--- src/rtl/cat_cmd_decoder.sv ---
// cat_cmd_decoder: byte command decoder between the UART RX and TX paths.
// It decodes single-byte cat mask commands and the two-byte 'P'<hex>
// brightness command, returns an ACK/NAK/status byte through a single-entry
// reply register, and generates the LED PWM from the current brightness.
module cat_cmd_decoder #(
   parameter int unsigned TIMEOUT_CYCLES = 103340,
   parameter int unsigned PWM_DIV        = 1,
   parameter logic [3:0]  DUTY_RESET     = 4'd8,
   parameter logic [7:0]  ACK_CHAR       = 8'h4B,
   parameter logic [7:0]  NAK_CHAR       = 8'h21
) (
   input  logic       clk,
   input  logic       reset_n,
   input  logic [7:0] rx_data,
   input  logic       rx_valid,
   output logic [7:0] tx_data,
   output logic       tx_valid,
   input  logic       tx_ready,
   output logic [7:0] cat_status,
   output logic [3:0] duty,
   output logic       pwm_out,
   output logic       overrun
);

   localparam int unsigned TO_W = $clog2(TIMEOUT_CYCLES + 1);

   typedef enum logic {IDLE, WAIT_ARG} state_e;

   state_e            state_q, state_d;
   logic [7:0]        cat_q, cat_d;
   logic [3:0]        duty_q, duty_d;
   logic [TO_W-1:0]   to_cnt_q, to_cnt_d;
   logic              rep_vld;
   logic [7:0]        rep_byte;
   logic [7:0]        tx_data_q;
   logic              tx_valid_q;
   logic              overrun_q;
   logic [15:0]       presc_q;
   logic [3:0]        pwm_cnt_q;
   logic              pwm_q;

   // 'A'..'H' and 'a'..'h' both have the bit number encoded as low 3 bits minus one
   logic [2:0]        bit_idx;
   logic              is_upper, is_lower, is_digit, is_hex_up, is_hex_lo;
   logic [3:0]        hex_val;

   // Byte classification shared by both states
   always_comb begin
      bit_idx   = rx_data[2:0] - 3'd1;
      is_upper  = (rx_data >= 8'h41) && (rx_data <= 8'h48);
      is_lower  = (rx_data >= 8'h61) && (rx_data <= 8'h68);
      is_digit  = (rx_data >= 8'h30) && (rx_data <= 8'h39);
      is_hex_up = (rx_data >= 8'h41) && (rx_data <= 8'h46);
      is_hex_lo = (rx_data >= 8'h61) && (rx_data <= 8'h66);
      hex_val   = is_digit ? rx_data[3:0] : (rx_data[3:0] + 4'd9);
   end

   // Command decode: next-state for FSM, cat mask, brightness and reply request
   always_comb begin
      state_d  = state_q;
      cat_d    = cat_q;
      duty_d   = duty_q;
      to_cnt_d = to_cnt_q;
      rep_vld  = 1'b0;
      rep_byte = ACK_CHAR;
      case (state_q)
         IDLE: begin
            if (rx_valid) begin
               if (is_upper) begin
                  cat_d[bit_idx] = 1'b0;
                  rep_vld        = 1'b1;
               end else if (is_lower) begin
                  cat_d[bit_idx] = 1'b1;
                  rep_vld        = 1'b1;
               end else if (rx_data == 8'h60) begin
                  cat_d   = 8'hFF;
                  rep_vld = 1'b1;
               end else if (rx_data == 8'h3F) begin
                  rep_vld  = 1'b1;
                  rep_byte = cat_q;
               end else if (rx_data == 8'h50) begin
                  state_d  = WAIT_ARG;
                  to_cnt_d = '0;
               end else if ((rx_data == 8'h0A) || (rx_data == 8'h0D)) begin
                  rep_vld = 1'b0;
               end else begin
                  rep_vld  = 1'b1;
                  rep_byte = NAK_CHAR;
               end
            end
         end
         WAIT_ARG: begin
            to_cnt_d = to_cnt_q + 1'b1;
            if (rx_valid) begin
               // The argument byte always ends the command; it is never re-decoded
               state_d = IDLE;
               rep_vld = 1'b1;
               if (is_digit || is_hex_up || is_hex_lo) begin
                  duty_d = hex_val;
               end else begin
                  rep_byte = NAK_CHAR;
               end
            end else if (to_cnt_q == TO_W'(TIMEOUT_CYCLES - 1)) begin
               state_d  = IDLE;
               rep_vld  = 1'b1;
               rep_byte = NAK_CHAR;
            end
         end
         default: state_d = IDLE;
      endcase
   end

   // Command state registers
   always_ff @(posedge clk or negedge reset_n) begin
      if (!reset_n) begin
         state_q  <= IDLE;
         cat_q    <= 8'hFF;
         duty_q   <= DUTY_RESET;
         to_cnt_q <= '0;
      end else begin
         state_q  <= state_d;
         cat_q    <= cat_d;
         duty_q   <= duty_d;
         to_cnt_q <= to_cnt_d;
      end
   end

   // Single-entry reply register; a reply arriving while the old one is stalled is dropped
   always_ff @(posedge clk or negedge reset_n) begin
      if (!reset_n) begin
         tx_data_q  <= 8'h00;
         tx_valid_q <= 1'b0;
         overrun_q  <= 1'b0;
      end else if (rep_vld) begin
         if (tx_valid_q && !tx_ready) begin
            overrun_q <= 1'b1;
         end else begin
            tx_data_q  <= rep_byte;
            tx_valid_q <= 1'b1;
         end
      end else if (tx_valid_q && tx_ready) begin
         tx_valid_q <= 1'b0;
      end
   end

   // PWM: prescaler steps a 4-bit ramp, output high while ramp < duty
   always_ff @(posedge clk or negedge reset_n) begin
      if (!reset_n) begin
         presc_q   <= 16'd0;
         pwm_cnt_q <= 4'd0;
         pwm_q     <= 1'b0;
      end else begin
         if (presc_q == 16'(PWM_DIV - 1)) begin
            presc_q   <= 16'd0;
            pwm_cnt_q <= pwm_cnt_q + 4'd1;
         end else begin
            presc_q <= presc_q + 16'd1;
         end
         pwm_q <= (pwm_cnt_q < duty_q);
      end
   end

   assign tx_data    = tx_data_q;
   assign tx_valid   = tx_valid_q;
   assign cat_status = cat_q;
   assign duty       = duty_q;
   assign pwm_out    = pwm_q;
   assign overrun    = overrun_q;

endmodule

--- config.mk ---
export PLATFORM = sky130hd
export DESIGN_NAME = cat_cmd_decoder
export DESIGN_NICKNAME = d
export VERILOG_FILES = /design/src/rtl/cat_cmd_decoder.sv
export SDC_FILE = /design/constraint.sdc
export NUM_CORES = 1
export LEC_CHECK = 0
export BUFFER_PORTS_ARGS = -buffer_cell sky130_fd_sc_hd__buf_4
export CORE_ASPECT_RATIO = 2
export CORE_MARGIN = 2
export CORE_UTILIZATION = 63
export DETAILED_ROUTE_END_ITERATION = 8
export PLACE_DENSITY = 0.85
export SLEW_MARGIN = 20
export SYNTH_ARGS = -nofsm -noshare
export SYNTH_HDL_FRONTEND = slang
export SYNTH_SLANG_ARGS = --single-unit
export TNS_END_PERCENT = 30
--- constraint.sdc ---
create_clock -name clk -period 3.3 [get_ports clk]
set_input_delay 0.165 -clock clk [delete_from_list [all_inputs] [get_ports clk]]
set_output_delay 0.165 -clock clk [all_outputs]
set_load 0.005 [all_outputs]
======== After elaboration in Yosys (flattened, before gate mapping) ========
Cells that the tools add are included.
word-level totals
  register bits after elaboration ......... 61
  input port bits ......................... 12
  output and inout bits ................... 23
  word-level logic and storage cells ...... 112
cells by class
  $add $sub $neg .......................... 5
  order comparisons ....................... 11
  equal/unequal tests ..................... 13
  mux-type cells .......................... 47
  bitwise logic cells ..................... 5
  reduce and logical (&&, ||, !) cells .... 21
operators with widths
  kind                                                                                  count
  17-bit two-way mux                                                                    6
  8-bit two-way mux                                                                     9
  17-bit one-hot mux with 2 select lines                                                1
  8-bit by 7-bit less-or-equal comparator with 1-bit output (second input constant)     4
  7-bit two-way mux                                                                     4
  1-bit two-way mux                                                                     21
  17-bit by 1-bit adder with 17-bit output (second input constant)                      1
  17-bit equality test (second input constant)                                          1
  16-bit by 1-bit adder with 16-bit output (second input constant)                      1
  8-bit by 4-bit equality test with 1-bit output (second input constant)                2
  8-bit by 7-bit equality test with 1-bit output (second input constant)                2
  8-bit by 7-bit greater-or-equal comparator with 1-bit output (second input constant)  2
  16-bit zero test                                                                      1
  16-bit two-way mux                                                                    1
  8-bit one-hot mux with 2 select lines                                                 1
  2-bit != test (second input constant)                                                 7
  8-bit AND                                                                             1
  8-bit by 6-bit equality test with 1-bit output (second input constant)                1
  8-bit by 6-bit greater-or-equal comparator with 1-bit output (second input constant)  1
  8-bit by 6-bit less-or-equal comparator with 1-bit output (second input constant)     1
  1-bit logical AND                                                                     8
  8-bit NOT                                                                             1
  8-bit OR                                                                              1
  2-bit AND reduction                                                                   3
  other kinds (16)                                                                      21

======== Logic depth before layout (Yosys ltp) ========
  depth after elaboration ................. 12
  gate-level depth with buffers ........... 9
  depth with buffers taken out ............ 7

======== Least setup slack after synthesis ========
Ideal clock, no wire load.
  path type ............................... input -> register
  from .................................... input rx_data[0]
  to ...................................... register duty_q[0] (netlist: duty[0])
  library setup time ...................... 0.125 ns
  arrival ................................. 1.948 ns
  required time ........................... 3.175 ns
  slack ................................... 1.227 ns
  stages .................................. 8
  path buffers ............................ 1
  cell sequence ........................... buf_1 inv_1 ha_1 nor4b_4 nor4b_2 a221oi_4 nor2_4 mux2_4
between the ends
  cells in the longest elaborated chain, start to end .. 5
  elaborated cells between the ends (all ways) .. 14
  classes of those cells .................. 1 x add/sub; 6 x order compare; 1 x mux; 6 x reduce/logical
RTL lines
  element                                                                                     line    source
  start: declaration                                                                          14      input logic [7:0] rx_data,
  8-bit by 6-bit greater-or-equal comparator with 1-bit output, or another cell as far along  52      is_digit = (rx_data >= 8'h30) && (rx_data <= 8'h39);
  1-bit logical AND (on tied branches)                                                        52, 53
  1-bit logical OR (2 in series)                                                              98      if (is_digit || is_hex_up || is_hex_lo) begin
  3-bit AND reduction (no source line)                                                        n/a
  end signal: assignment                                                                      123     duty_q <= duty_d;
  end: declaration                                                                            31      logic [3:0] duty_q, duty_d;
Parallel ways exist; a longest one is shown, timed or not.
A chain may end at the register's enable or synchronous reset.

======== Final worst setup path ========
  from .................................... register to_cnt_q[0]
  to ...................................... register tx_data_q[3] (netlist: tx_data[3])
between the ends
  cells in the longest elaborated chain, start to end .. 5
  elaborated cells between the ends (all ways) .. 8
  classes of those cells .................. 1 x eq/ne; 6 x mux; 1 x reduce/logical
RTL lines
  element                                line  source
  start: declaration                     32    logic [TO_W-1:0] to_cnt_q, to_cnt_d;
  start signal: assignment               124   to_cnt_q <= to_cnt_d;
  17-bit equality test *                 103   end else if (to_cnt_q == TO_W'(TIMEOUT_CYCLES - 1)) begin
  1-bit two-way mux                      103
  1-bit two-way mux                      94    if (rx_valid) begin
  1-bit one-hot mux with 2 select lines  66    case (state_q)
  2-bit AND reduction (no source line)   n/a
  end signal: assignment                 138   tx_data_q <= rep_byte;
  end: declaration                       35    logic [7:0] tx_data_q;
Mark *: on every way between the ends. The rest lies on a longest branch, timed or not.

==> run_results.csv <==
group,metric,value,unit
status,status,"complete, no violations",
hold_path,min_to,"state_q",
timing,max_freq,0.481,GHz
logic_synthesis,synth_nets,360,
die,die_w,55.8,um
timing,finalSetupViolations,0,
setup_path,cp_slowest_cell,"o32ai_2",
placement,dp_hpwl,5100,um
logic_synthesis,yosysTopAreaCell,"dfrtp_1",
hold_path,hp-class,"in -> reg",
global_route,antenna_found_initial,0,
global_route,grt_pass1_vias,2753,
setup_path,rrSetupSlack,1.22,ns
die,ios,35,
drt,drc_errors,0,
cts,cts_resized,0,
cells_and_area,n_antenna_cell,0,
cells_and_area,area_delta_synth_final,14.5,%
drt,via_count,2697,
logic_synthesis,avgSynthCellArea,10.0,um^2
setup_path,cp-end-kind,"flip-flop",
drt,drt_wl_total,7170,um
cts,clkTransAtPathRegs,0.06,ns
pwr,ir_drop,0.000390,V
die,initial_core_util,0.658,
pwr,combPwrFrac,0.142,
cells_and_area,drive_above_1_share,0.188,
logic_synthesis,async_reset_ff_frac,1.00,
logic_synthesis,netlist_instances,337,
pwr,p_per_area,480,nW/um^2
timing,setup_ws,1.22,ns
placement,gp_congestion,0.836,
cts,htree_levels,3,
cts,clock_latency,0.34,ns
hold_path,hp-start,"rx_valid",
logic_synthesis,synth_common_cells,"dfrtp_1 (52), nand2_1 (30), o21ai_0 (27), xnor2_1 (19), nor2_1 (17)",
timing,tightest_slew,0.826,ns
cts,cts_inserted_buffers,9,
pwr,clkPwrFrac,0.371,
placement,port_buffers,34,
cells_and_area,final_nets,396,
drt,post_drt_wl_per_cell,16.5,um
timing,rsz0062_at_grt,"no",
cts,cts_setup_buffers,0,
pwr,p_switching,0.000488,W
pwr,p_int,0.00137,W
drt,viasPerCell,6.19,
timing,period_minus_slack,2.08,ns
logic_synthesis,yosys_warnings,0,
cts,cts_tree,"built",
logic_synthesis,synth_area_leaders,"dfrtp_1 (38%), dfstp_2 (7.0%), xnor2_1 (4.9%)",
setup_path,critPathKind,"reg -> reg",
logic_synthesis,mappedNetlistArea,3380,um^2
setup_path,rr_endpoint,"tx_data[3]",
setup_path,rr_startpoint,"to_cnt_q[0]",
setup_path,crit_required,3.53,ns
cts,hold_buffers,1,
timing,maxSlewViolCount,0,
setup_path,max_stage_delay,0.48,ns
timing,fin_setup_tns,0,ns
cells_and_area,post-route-util,0.753,
timing,final.period_utilization,0.630,
cts,clock_sinks,61,
placement,placed_cell_area,3650,um^2
die,die_area,6010,um^2
setup_path,arrival,2.31,ns
pwr,p_leak,1.68,nW
global_route,groute.usage.overall,0.267,
timing,hold_viol_final,0,
placement,dp_slack,1.02,ns
logic_synthesis,yosys.area.top_type_share,0.385,
setup_path,worstSetupStartpointType,"flip-flop",
run,cap_viol_max_count,0,
hold_path,hold-path-cell-count,3,
timing,timing.slew.headroom,0.450,
timing,finalClockSkew,0.00542,ns
global_route,grt_overflow,0,
pwr,sw_frac_of_total,0.262,
logic_synthesis,synth_cell_types,55,
pwr,sequentialPowerShare,0.487,
logic_synthesis,synth_most_common_cell,"dfrtp_1",
drt,drtAntennaViolNets,0,
logic_synthesis,synth_edf_count,0,
drt,drt_first_pass_iters,4,
logic_synthesis,seq_area_frac_synth,0.455,
die,placementRows,37,
setup_path,reg2regPathDepth,6,
logic_synthesis,synthFlopType,"dfrtp_1",
die,die_y,108,um
global_route,grt_first_pass_wirelength,12500,um
global_route,grt_max_degree,62,
die,core_area,5140,um^2
cts,clockRootBuffer,"clkbuf_8",
setup_path,cp_max_fo,13,
cts,clock_path_buffers,2,
drt,dr.first_iter.drc_count,134,
cells_and_area,finalInstanceArea,3870,um^2
setup_path,crit_path_cell_trace,"ha_1 > and4_1 > a41oi_1 > o32ai_2 > o21ai_2 > o22a_1",
logic_synthesis,synth_seq_cells,61,
-- critical path: cells and delay by family, from the launching register on --
family | cells | cell delay [ns]
AO/OA/AOI/OAI | 4 | 1.03
adder cells (fa/ha/maj) | 1 | 0.27
flip-flops | 1 | 0.43
AND/OR/NAND/NOR | 1 | 0.23
-- registers in the layout, indices dropped and copies added, names as in the netlist --
name / cells
state_q: 1
pwm_cnt_q: 4
tx_valid: 1
cat_status: 8
overrun: 1
pwm_out: 1
duty: 4
tx_data: 8
presc_q: 16
to_cnt_q: 17
-- metal layers --
metal / track usage / up-vias / part of all wire
met4: 0.155 / 0 / 0.041
met1: 0.300 / 1302 / 0.38
met3: 0.0565 / 26 / 0.044
met2: 0.461 / 80 / 0.54
li1: - / 1289 / -
met5: 0 / - / 0
-- through the flow --
stage               power [W]  std cells  hold WS (ns)
floorplan             0.00104        337        -0.131
global placement      0.00117        419         0.278
detailed placement    0.00118        419         0.278
CTS                   0.00187        436         0.167
global route          0.00196        436         0.197
finish                0.00186        436         0.179
-- cells by family (layout without fill, tap and decap cells) --
family / Yosys count / count (layout) / synth area share
and+or+nand+nor: 119 / 119 / 0.202
AOI/OAI and AO/OA: 84 / 84 / 0.168
DFF: 61 / 61 / 0.455
xor gates and xnor gates: 26 / 26 / 0.0673
buffers and inverters: 26 / 67 / 0.0355
adders and majority gates: 11 / 11 / 0.0407
muxes: 10 / 10 / 0.0314
-- power by group through the flow --
stage,registers [W],clock network (W),logic (W)
3_5_place_dp,0.000918,0,0.000264
6_report,0.000906,0.000689,0.000265
3_3_place_gp,0.000914,0,0.000253
2_1_floorplan,0.000899,0,0.000145
4_1_cts,0.000905,0.000703,0.000266
5_1_grt,0.000917,0.000741,0.000298
-- cell type report --
cell class                      count  area [um^2]
Inverter                           16         60.1
Clock buffer                       13          169
Timing Repair Buffer               35          265
Tap cell                           58         72.6
Multi-Input combinational cell    250         1720
Fill cell                         336         1270
Clock inverter                      3         42.5
Sequential cell                    61         1540
-- how the worst max path moves through the flow --
stage	start	slack (ns)	to
6_report	to_cnt_q[0]	1.22	tx_data[3]
5_1_grt	to_cnt_q[0]	1.02	tx_data[3]
4_1_cts	to_cnt_q[0]	1.21	tx_data[1]
3_5_place_dp	rx_data[0]	1.02	tx_data[3]
3_3_place_gp	rx_data[0]	1.10	tx_data[3]
2_1_floorplan	rx_data[0]	1.23	duty[0]
-- placed cells by master (no fill, tap or decap), types with 2 or more instances in the layout --
cell	Yosys	routed
nor4b_1	4	4
dfrtp_1	52	52
clkbuf_8	0	12
nor2_1	17	17
nand4_1	7	7
and3_1	9	9
mux2i_1	8	8
dfstp_2	9	9
inv_1	15	15
a21o_1	3	3
a21oi_1	12	12
a31oi_1	13	13
and4_1	5	5
nor3_1	4	4
buf_4	0	34
o21bai_1	2	2
or3_1	2	2
o22a_1	3	3
xnor2_1	19	19
nand2_1	30	30
nor2b_1	5	5
o21ai_0	27	27
o211ai_1	2	2
nor4bb_1	2	2
nand3_1	12	12
and2_1	5	5
nand2b_1	6	6
o31ai_1	2	2
o21ai_1	9	9
xor2_1	7	7
nor4_1	3	3
ha_1	11	11
Note: power is estimated with default switching activity, not from simulation.
